--- config.mk ---
export PLATFORM = sky130hd
export DESIGN_NAME = imem_port_arbiter
export DESIGN_NICKNAME = d
export VERILOG_FILES = /design/src/rtl/imem_port_arbiter.sv
export SDC_FILE = /design/constraint.sdc
export NUM_CORES = 1
export LEC_CHECK = 0
export CAP_MARGIN = 20
export CORE_ASPECT_RATIO = 1.4
export CORE_MARGIN = 2
export CORE_UTILIZATION = 36
export CTS_BUF_LIST = sky130_fd_sc_hd__clkbuf_8
export CTS_CLUSTER_DIAMETER = 80
export DETAILED_ROUTE_END_ITERATION = 12
export PLACE_DENSITY_LB_ADDON = 0.1
export SYNTH_ARGS = -nofsm -noshare
export SYNTH_HDL_FRONTEND = slang
export SYNTH_SLANG_ARGS = --single-unit
export TNS_END_PERCENT = 5
--- constraint.sdc ---
create_clock -name clk_i -period 2 [get_ports clk_i]
set_input_delay 0.2 -clock clk_i [delete_from_list [all_inputs] [get_ports clk_i]]
set_output_delay 0.2 -clock clk_i [all_outputs]
set_load 0.01 [all_outputs]
--- src/rtl/imem_port_arbiter.sv ---
// imem_port_arbiter: shares one synchronous-read instruction memory port
// between the fetch stage (port 0, F) and a secondary reader (port 1, D).
// At most one read is outstanding, either in flight from memory or parked in
// a hold register. A fetch redirect kills older fetch responses.
module imem_port_arbiter #(
  parameter int ADDR_W = 32,
  parameter int DATA_W = 32
) (
  input  logic              clk_i,
  input  logic              rst_i,
  input  logic              f_req_valid_i,
  input  logic [ADDR_W-1:0] f_req_addr_i,
  output logic              f_req_ready_o,
  input  logic              d_req_valid_i,
  input  logic [ADDR_W-1:0] d_req_addr_i,
  output logic              d_req_ready_o,
  output logic              f_resp_valid_o,
  output logic [DATA_W-1:0] f_resp_data_o,
  input  logic              f_resp_ready_i,
  output logic              d_resp_valid_o,
  output logic [DATA_W-1:0] d_resp_data_o,
  input  logic              d_resp_ready_i,
  input  logic              flush_i,
  output logic              mem_req_o,
  output logic [ADDR_W-1:0] mem_addr_o,
  input  logic [DATA_W-1:0] mem_rdata_i
);

  // Owner encoding: 0 = F, 1 = D
  logic              r_inflight;
  logic              r_inflight_owner;
  logic              r_hold_valid;
  logic              r_hold_owner;
  logic [DATA_W-1:0] r_hold_data;
  logic              r_rr_last;
  logic [ADDR_W-1:0] r_last_addr;

  logic              w_src_valid;
  logic              w_src_owner;
  logic [DATA_W-1:0] w_src_data;
  logic              w_kill;
  logic              w_owner_rdy;
  logic              w_drain;
  logic              w_can_issue;
  logic              w_f_rdy;
  logic              w_d_rdy;
  logic              w_f_gnt;
  logic              w_d_gnt;
  logic              w_gnt;
  logic [ADDR_W-1:0] w_gnt_addr;

  // Pick the single outstanding response and decide whether it leaves this cycle
  always_comb begin
    w_src_valid = r_hold_valid | r_inflight;
    w_src_owner = r_hold_valid ? r_hold_owner : r_inflight_owner;
    w_src_data  = r_hold_valid ? r_hold_data : mem_rdata_i;
    w_kill      = w_src_valid & ~w_src_owner & flush_i;
    w_owner_rdy = w_src_owner ? d_resp_ready_i : f_resp_ready_i;
    w_drain     = w_src_valid & (w_kill | w_owner_rdy);
    // Reset gating keeps every ready/grant low while rst_i is high
    w_can_issue = ~rst_i & (~w_src_valid | w_drain);
  end

  // Round-robin grant; ready never looks at its own port's valid
  always_comb begin
    w_f_rdy    = w_can_issue & (~d_req_valid_i | r_rr_last);
    w_d_rdy    = w_can_issue & (~f_req_valid_i | ~r_rr_last);
    w_f_gnt    = w_f_rdy & f_req_valid_i;
    w_d_gnt    = w_d_rdy & d_req_valid_i;
    w_gnt      = w_f_gnt | w_d_gnt;
    w_gnt_addr = w_d_gnt ? d_req_addr_i : f_req_addr_i;
  end

  // Drive request handshakes, memory port and routed responses
  always_comb begin
    f_req_ready_o  = w_f_rdy;
    d_req_ready_o  = w_d_rdy;
    mem_req_o      = w_gnt;
    mem_addr_o     = w_gnt ? w_gnt_addr : r_last_addr;
    f_resp_valid_o = w_src_valid & ~w_kill & ~w_src_owner;
    d_resp_valid_o = w_src_valid & w_src_owner;
    f_resp_data_o  = f_resp_valid_o ? w_src_data : '0;
    d_resp_data_o  = d_resp_valid_o ? w_src_data : '0;
  end

  // Track the read issued this cycle; its data arrives next cycle
  always_ff @(posedge clk_i or posedge rst_i) begin
    if (rst_i) begin
      r_inflight       <= 1'b0;
      r_inflight_owner <= 1'b0;
      r_last_addr      <= '0;
    end else begin
      r_inflight <= w_gnt;
      if (w_gnt) begin
        r_inflight_owner <= w_d_gnt;
        r_last_addr      <= w_gnt_addr;
      end
    end
  end

  // Park an unaccepted memory response; release it once it drains
  always_ff @(posedge clk_i or posedge rst_i) begin
    if (rst_i) begin
      r_hold_valid <= 1'b0;
      r_hold_owner <= 1'b0;
      r_hold_data  <= '0;
    end else if (r_hold_valid) begin
      if (w_drain) r_hold_valid <= 1'b0;
    end else if (r_inflight && !w_drain) begin
      r_hold_valid <= 1'b1;
      r_hold_owner <= r_inflight_owner;
      r_hold_data  <= mem_rdata_i;
    end
  end

  // Remember the last granted port; reset favours F on the first conflict
  always_ff @(posedge clk_i or posedge rst_i) begin
    if (rst_i)      r_rr_last <= 1'b1;
    else if (w_gnt) r_rr_last <= w_d_gnt;
  end

endmodule

-- Word level (Yosys, flattened, before mapping)
Cells that the tools add are included.
W data, S select, Z words.
- output and inout port bits: 101
- register bits: 69
- muxes and demuxes: 10
- reduce and logical (&&, ||, !) cells: 3
- bitwise operators: 25
- operators with widths (cell ; count):
    $mux W32 ; 5
    $and A1 B1 Y1 ; 11
    $not A1 Y1 ; 8
    $or A1 B1 Y1 ; 6
    $mux W1 ; 5
    $reduce_and A2 Y1 ; 1
    $logic_and A1 B1 Y1 ; 1
    $logic_not A1 Y1 ; 1

-- Longest topological paths before layout
- depth in word-level cells: 12
- mapped depth: 7

-- Least setup slack after synthesis
No wires, ideal clock.
- path type: input to register
- start: input port rst_i
- end: register r_rr_last
- data arrival time: 2.049 ns
- cell stages on the path: 4
- buffers on the path: 0
- slack: -0.109 ns
- setup time: 0.060 ns
- cell sequence: inv_1 nand2_1 a21oi_1 o22a_1
- word-level cells in the longest chain between the ends: 5
- elaborated cells on any way between the ends: 7
- ends and longest elaborated chain (what ; RTL line ; source):
    from (decl) ; 10 ; input logic rst_i,
    $not A1 Y1 * ; 61 ; w_can_issue = ~rst_i & (~w_src_valid | w_drain);
    $and A1 B1 Y1 * ; 61 ;
    $and A1 B1 Y1, on equally long branches ; 66, 67 ;
    $and A1 B1 Y1, on equally long branches ; 68, 69 ;
    $or A1 B1 Y1 ; 70 ; w_gnt = w_f_gnt | w_d_gnt;
    to (signal assigned) ; 119 ; else if (w_gnt) r_rr_last <= w_d_gnt;
    to (decl) ; 35 ; logic r_rr_last;
Every way passes the cells marked *; elsewhere a longest branch is shown, timed or not.
A chain may end at the register's enable or synchronous reset.

-- Worst setup path in the final report
- start: register r_hold_valid
- end: output port mem_addr_o[3]
- word-level cells in the longest chain between the ends: 12
- elaborated cells on any way between the ends: 18
- ends and longest elaborated chain (what ; RTL line ; source):
    from (decl) ; 32 ; logic r_hold_valid;
    from (signal assigned) ; 104 ; r_hold_valid <= 1'b0;
    from (signal assigned) ; 108 ; if (w_drain) r_hold_valid <= 1'b0;
    from (signal assigned) ; 110 ; r_hold_valid <= 1'b1;
    $mux W1 ; 55 ; w_src_owner = r_hold_valid ? r_hold_owner : r_inflight_owner;
    $not A1 Y1 ; 57 ; w_kill = w_src_valid & ~w_src_owner & flush_i;
    $and A1 B1 Y1 (2 in series) ; 57 ;
    $or A1 B1 Y1 ; 59 ; w_drain = w_src_valid & (w_kill | w_owner_rdy);
    $and A1 B1 Y1 ; 59 ;
    $or A1 B1 Y1 * ; 61 ;
    $and A1 B1 Y1 * ; 61 ;
    $and A1 B1 Y1, on equally long branches ; 67, 66 ;
    $and A1 B1 Y1, on equally long branches ; 69, 68 ;
    $mux W32 or $or A1 B1 Y1 (tied branches) ; 71, 70 ;
    $mux W32 * ; - ;
    to (decl) ; 25 ; output logic [ADDR_W-1:0] mem_addr_o,
Marked as above.

==> flow_summary.json <==
{
  "dr.first_iter.drc_count": 95,
  "rows": 43,
  "status": "finished, violations left",
  "max_stage_delay_ps": 440,
  "stdcell_count": 673,
  "critPathBufInv": 3,
  "die_w_microns": 89.7,
  "yosysTopAreaCell": "dfrtp_1",
  "num_antenna_cells": 0,
  "setup_tns_ps": -19740,
  "synth.most_common_cell": "mux2_2",
  "cts_tree": "done",
  "fin_crit_sh_pct": 121,
  "first_global_vias": 3138,
  "die_h_microns": 124,
  "crit_chain": "mux2i_4 > mux2i_4 > a211oi_4 > buf_6 > buf_8 > mux2_4 > buf_6",
  "crit_type": "reg2out",
  "p_total_uw": 6360,
  "grt_pass1_wl_microns": 15400,
  "violations": "setup timing",
  "ctsHtreeMaxLevel": 3,
  "vias": 3156,
  "async_flop_share_pct": 100,
  "hold_viol": 0,
  "first_pass_iters": 4,
  "clockRootBuffer": "clkbuf_8",
  "leakagePower_uw": 0.00276,
  "final.setup.worst_slack_ps": -424,
  "rsz0062_at_grt": "true",
  "fin_nets": 636,
  "cts_buffers": 9,
  "utilization_pct": 64.1,
  "crit_cells": 7,
  "worstPathMaxFanout": 6,
  "crit_family": "multiplexers",
  "synth_edf_count": 0,
  "synthFlopType": "dfrtp_1",
  "startpoint": "r_hold_valid",
  "wire_per_inst_microns": 15.0,
  "antenna_found_initial": 0,
  "r2r_start": "r_hold_valid",
  "yosysUniqueCellTypes": 23,
  "grt.met2_usage_pct": 31.8,
  "relSlewSlack_pct": 64.8,
  "busiest_layer": "met2",
  "post-place-ws_ps": -699,
  "finalMaxSlewViolations": 0,
  "clkTransAtPathRegs_ps": 80,
  "synthesis.nets": 417,
  "grt_max_degree": 41,
  "drtAntennaViolNets": 0,
  "dp_hpwl_microns": 7360,
  "maxCapViolations": 0,
  "ys_warn_count": 0,
  "postSynthCellCount": 314,
  "cp-end-kind": "output port",
  "clock_path_buffers": 2,
  "tightest_slew_ps": 529,
  "clock_sinks": 69,
  "io_pins": 204,
  "fmax_ghz": 0.413,
  "netlist.area_leader.share_pct": 46.0,
  "initial_core_util_pct": 37.2,
  "drc": 0,
  "overflow": 0,
  "portBuffers": 203,
  "r2r_end": "r_last_addr[3]",
  "syn_to_final_growth_pct": 72.6,
  "hold_path.class": "in2async",
  "setup_viol": 98,
  "synth_commonest_cells": "mux2_2 (90), dfrtp_1 (68), nor2_1 (66)",
  "avgSynthCellArea_sq_um": 11.8,
  "vdd_drop_max_v": 0.000510,
  "grt_use_met1_pct": 20.4,
  "fin_worst_skew_ps": 11.4,
  "dp.cells": 652,
  "period_needed_ps": 2420,
  "clk_latency_ps": 340,
  "fillers": 822,
  "seq_area_frac_synth_pct": 46.7,
  "cts_hold_buffers": 0,
  "drive_above_1_share_pct": 45.0,
  "ff2ff_path_depth": 6,
  "vias_per_cell": 4.69,
  "crit_arrival_ps": 2220,
  "yosys-top-cells-area": "dfrtp_1 (46%), mux2_2 (27%), mux2i_1 (8.7%)",
  "core_sq_mm": 0.00995,
  "slowest_stage": "dfrtp_2",
  "cp.required_ps": 1800,
  "start_kind": "register",
  "gr-usage-met3_pct": 5.70,
  "dieArea_sq_mm": 0.0111,
  "ys_ff_latch": 69,
  "syn_area_sq_mm": 0.00370,
  "wl_microns": 10100,
  "endpoint": "mem_addr_o[3]",
  "r2r_setup_slack_ps": 120,
  "gp_congestion": 0.708,
  "grt_usage_pct": 18.2,
  "power_density_mw_per_mm2": 996
}
==> cell type report <==
| class | count | area [sq um] | area share, % |
|---|---|---|---|
| clock buffers | 10 | 138 | 2.16 |
| multi-input cells | 216 | 1940 | 30.4 |
| inverters | 7 | 30.0 | 0.470 |
| well taps | 135 | 169 | 2.65 |
| flip-flops and latches | 69 | 1730 | 27.1 |
| clock inverters | 6 | 53.8 | 0.843 |
| repair buffers | 230 | 2320 | 36.3 |
==> report_power, final <==
group	internal [uW]	switching [uW]	total (uW)
registers	1970	248	2220
clock network	597	511	1110
logic	1810	1230	3030
==> registers in the layout, summed over array words and instances, names as in the netlist <==
signal,flops
r_hold_data,32
r_hold_owner,1
r_hold_valid,1
r_inflight,1
r_inflight_owner,1
r_last_addr,32
r_rr_last,1
==> timing repair <==
item                                    in CTS  in global routing
buffers inserted                             4                  1
endpoints found under the setup margin     101                117
pin swaps                                    1                  1
gates cloned                                 3                  0
resized for setup                          383                 13
==> worst min-delay path: stages <==
cell             delay (ps)
clkdlybuf4s50_1         470
buf_4                   180
clkinvlp_4               80
buf_4                   230
==> through the flow <==
step / hold WS (ps) / area, sq um
2_1_floorplan: 350 / 3700
3_3_place_gp: 465 / 6020
3_5_place_dp: 472 / 6020
4_1_cts: 448 / 6410
5_1_grt: 479 / 6380
6_report: 453 / 6380
==> cell families (layout without fill, tap and decap cells) <==
| family | after synthesis | count (layout) | synth area share, % |
|---|---|---|---|
| compound gates | 10 | 10 | 2.17 |
| buf+inv | 29 | 253 | 3.86 |
| flops | 69 | 69 | 46.7 |
| mux | 131 | 131 | 39.2 |
| simple gates | 75 | 75 | 8.09 |
==> placed cells by master (no fill, tap or decap) <==
cell type,n
a211oi_4,1
a21o_1,1
a21oi_1,3
and2_1,2
buf_12,6
buf_16,1
buf_2,20
buf_4,17
buf_6,26
buf_8,1
bufinv_16,1
clkbuf_2,2
clkbuf_8,10
clkdlybuf4s15_2,49
clkdlybuf4s50_1,103
clkinv_2,4
clkinvlp_4,1
dfrtp_1,67
dfrtp_2,1
dfstp_2,1
dlygate4sd2_1,5
inv_1,7
mux2_1,1
mux2_2,70
mux2_4,26
mux2i_1,32
mux2i_4,2
nand2_1,2
nand2_2,1
nand2b_1,2
nor2_1,66
nor2b_1,1
nor2b_2,1
o22a_1,1
o22ai_1,2
o22ai_2,1
o2bb2a_1,1
==> routing by layer <==
layer / part of all wire (%) / vias up
met2: 53 / 113
met4: 1.7 / 0
met5: 0 / -
met3: 7.8 / 14
li1: - / 1515
met1: 37 / 1514
==> how the worst min path moves through the flow <==
stage | startpoint | end | slack, ps | cells after the start
after floorplan | mem_rdata_i[4] | r_hold_data[4] | 350 | 1
after global placement | r_last_addr[24] | r_last_addr[24] | 460 | 1
after detailed placement | r_last_addr[21] | r_last_addr[21] | 470 | 1
after CTS | rst_i | r_last_addr[24] | 450 | 4
after global routing | rst_i | r_hold_data[3] | 480 | 4
final | rst_i | r_last_addr[29] | 450 | 4
Note: power is estimated with default switching activity, not from simulation.
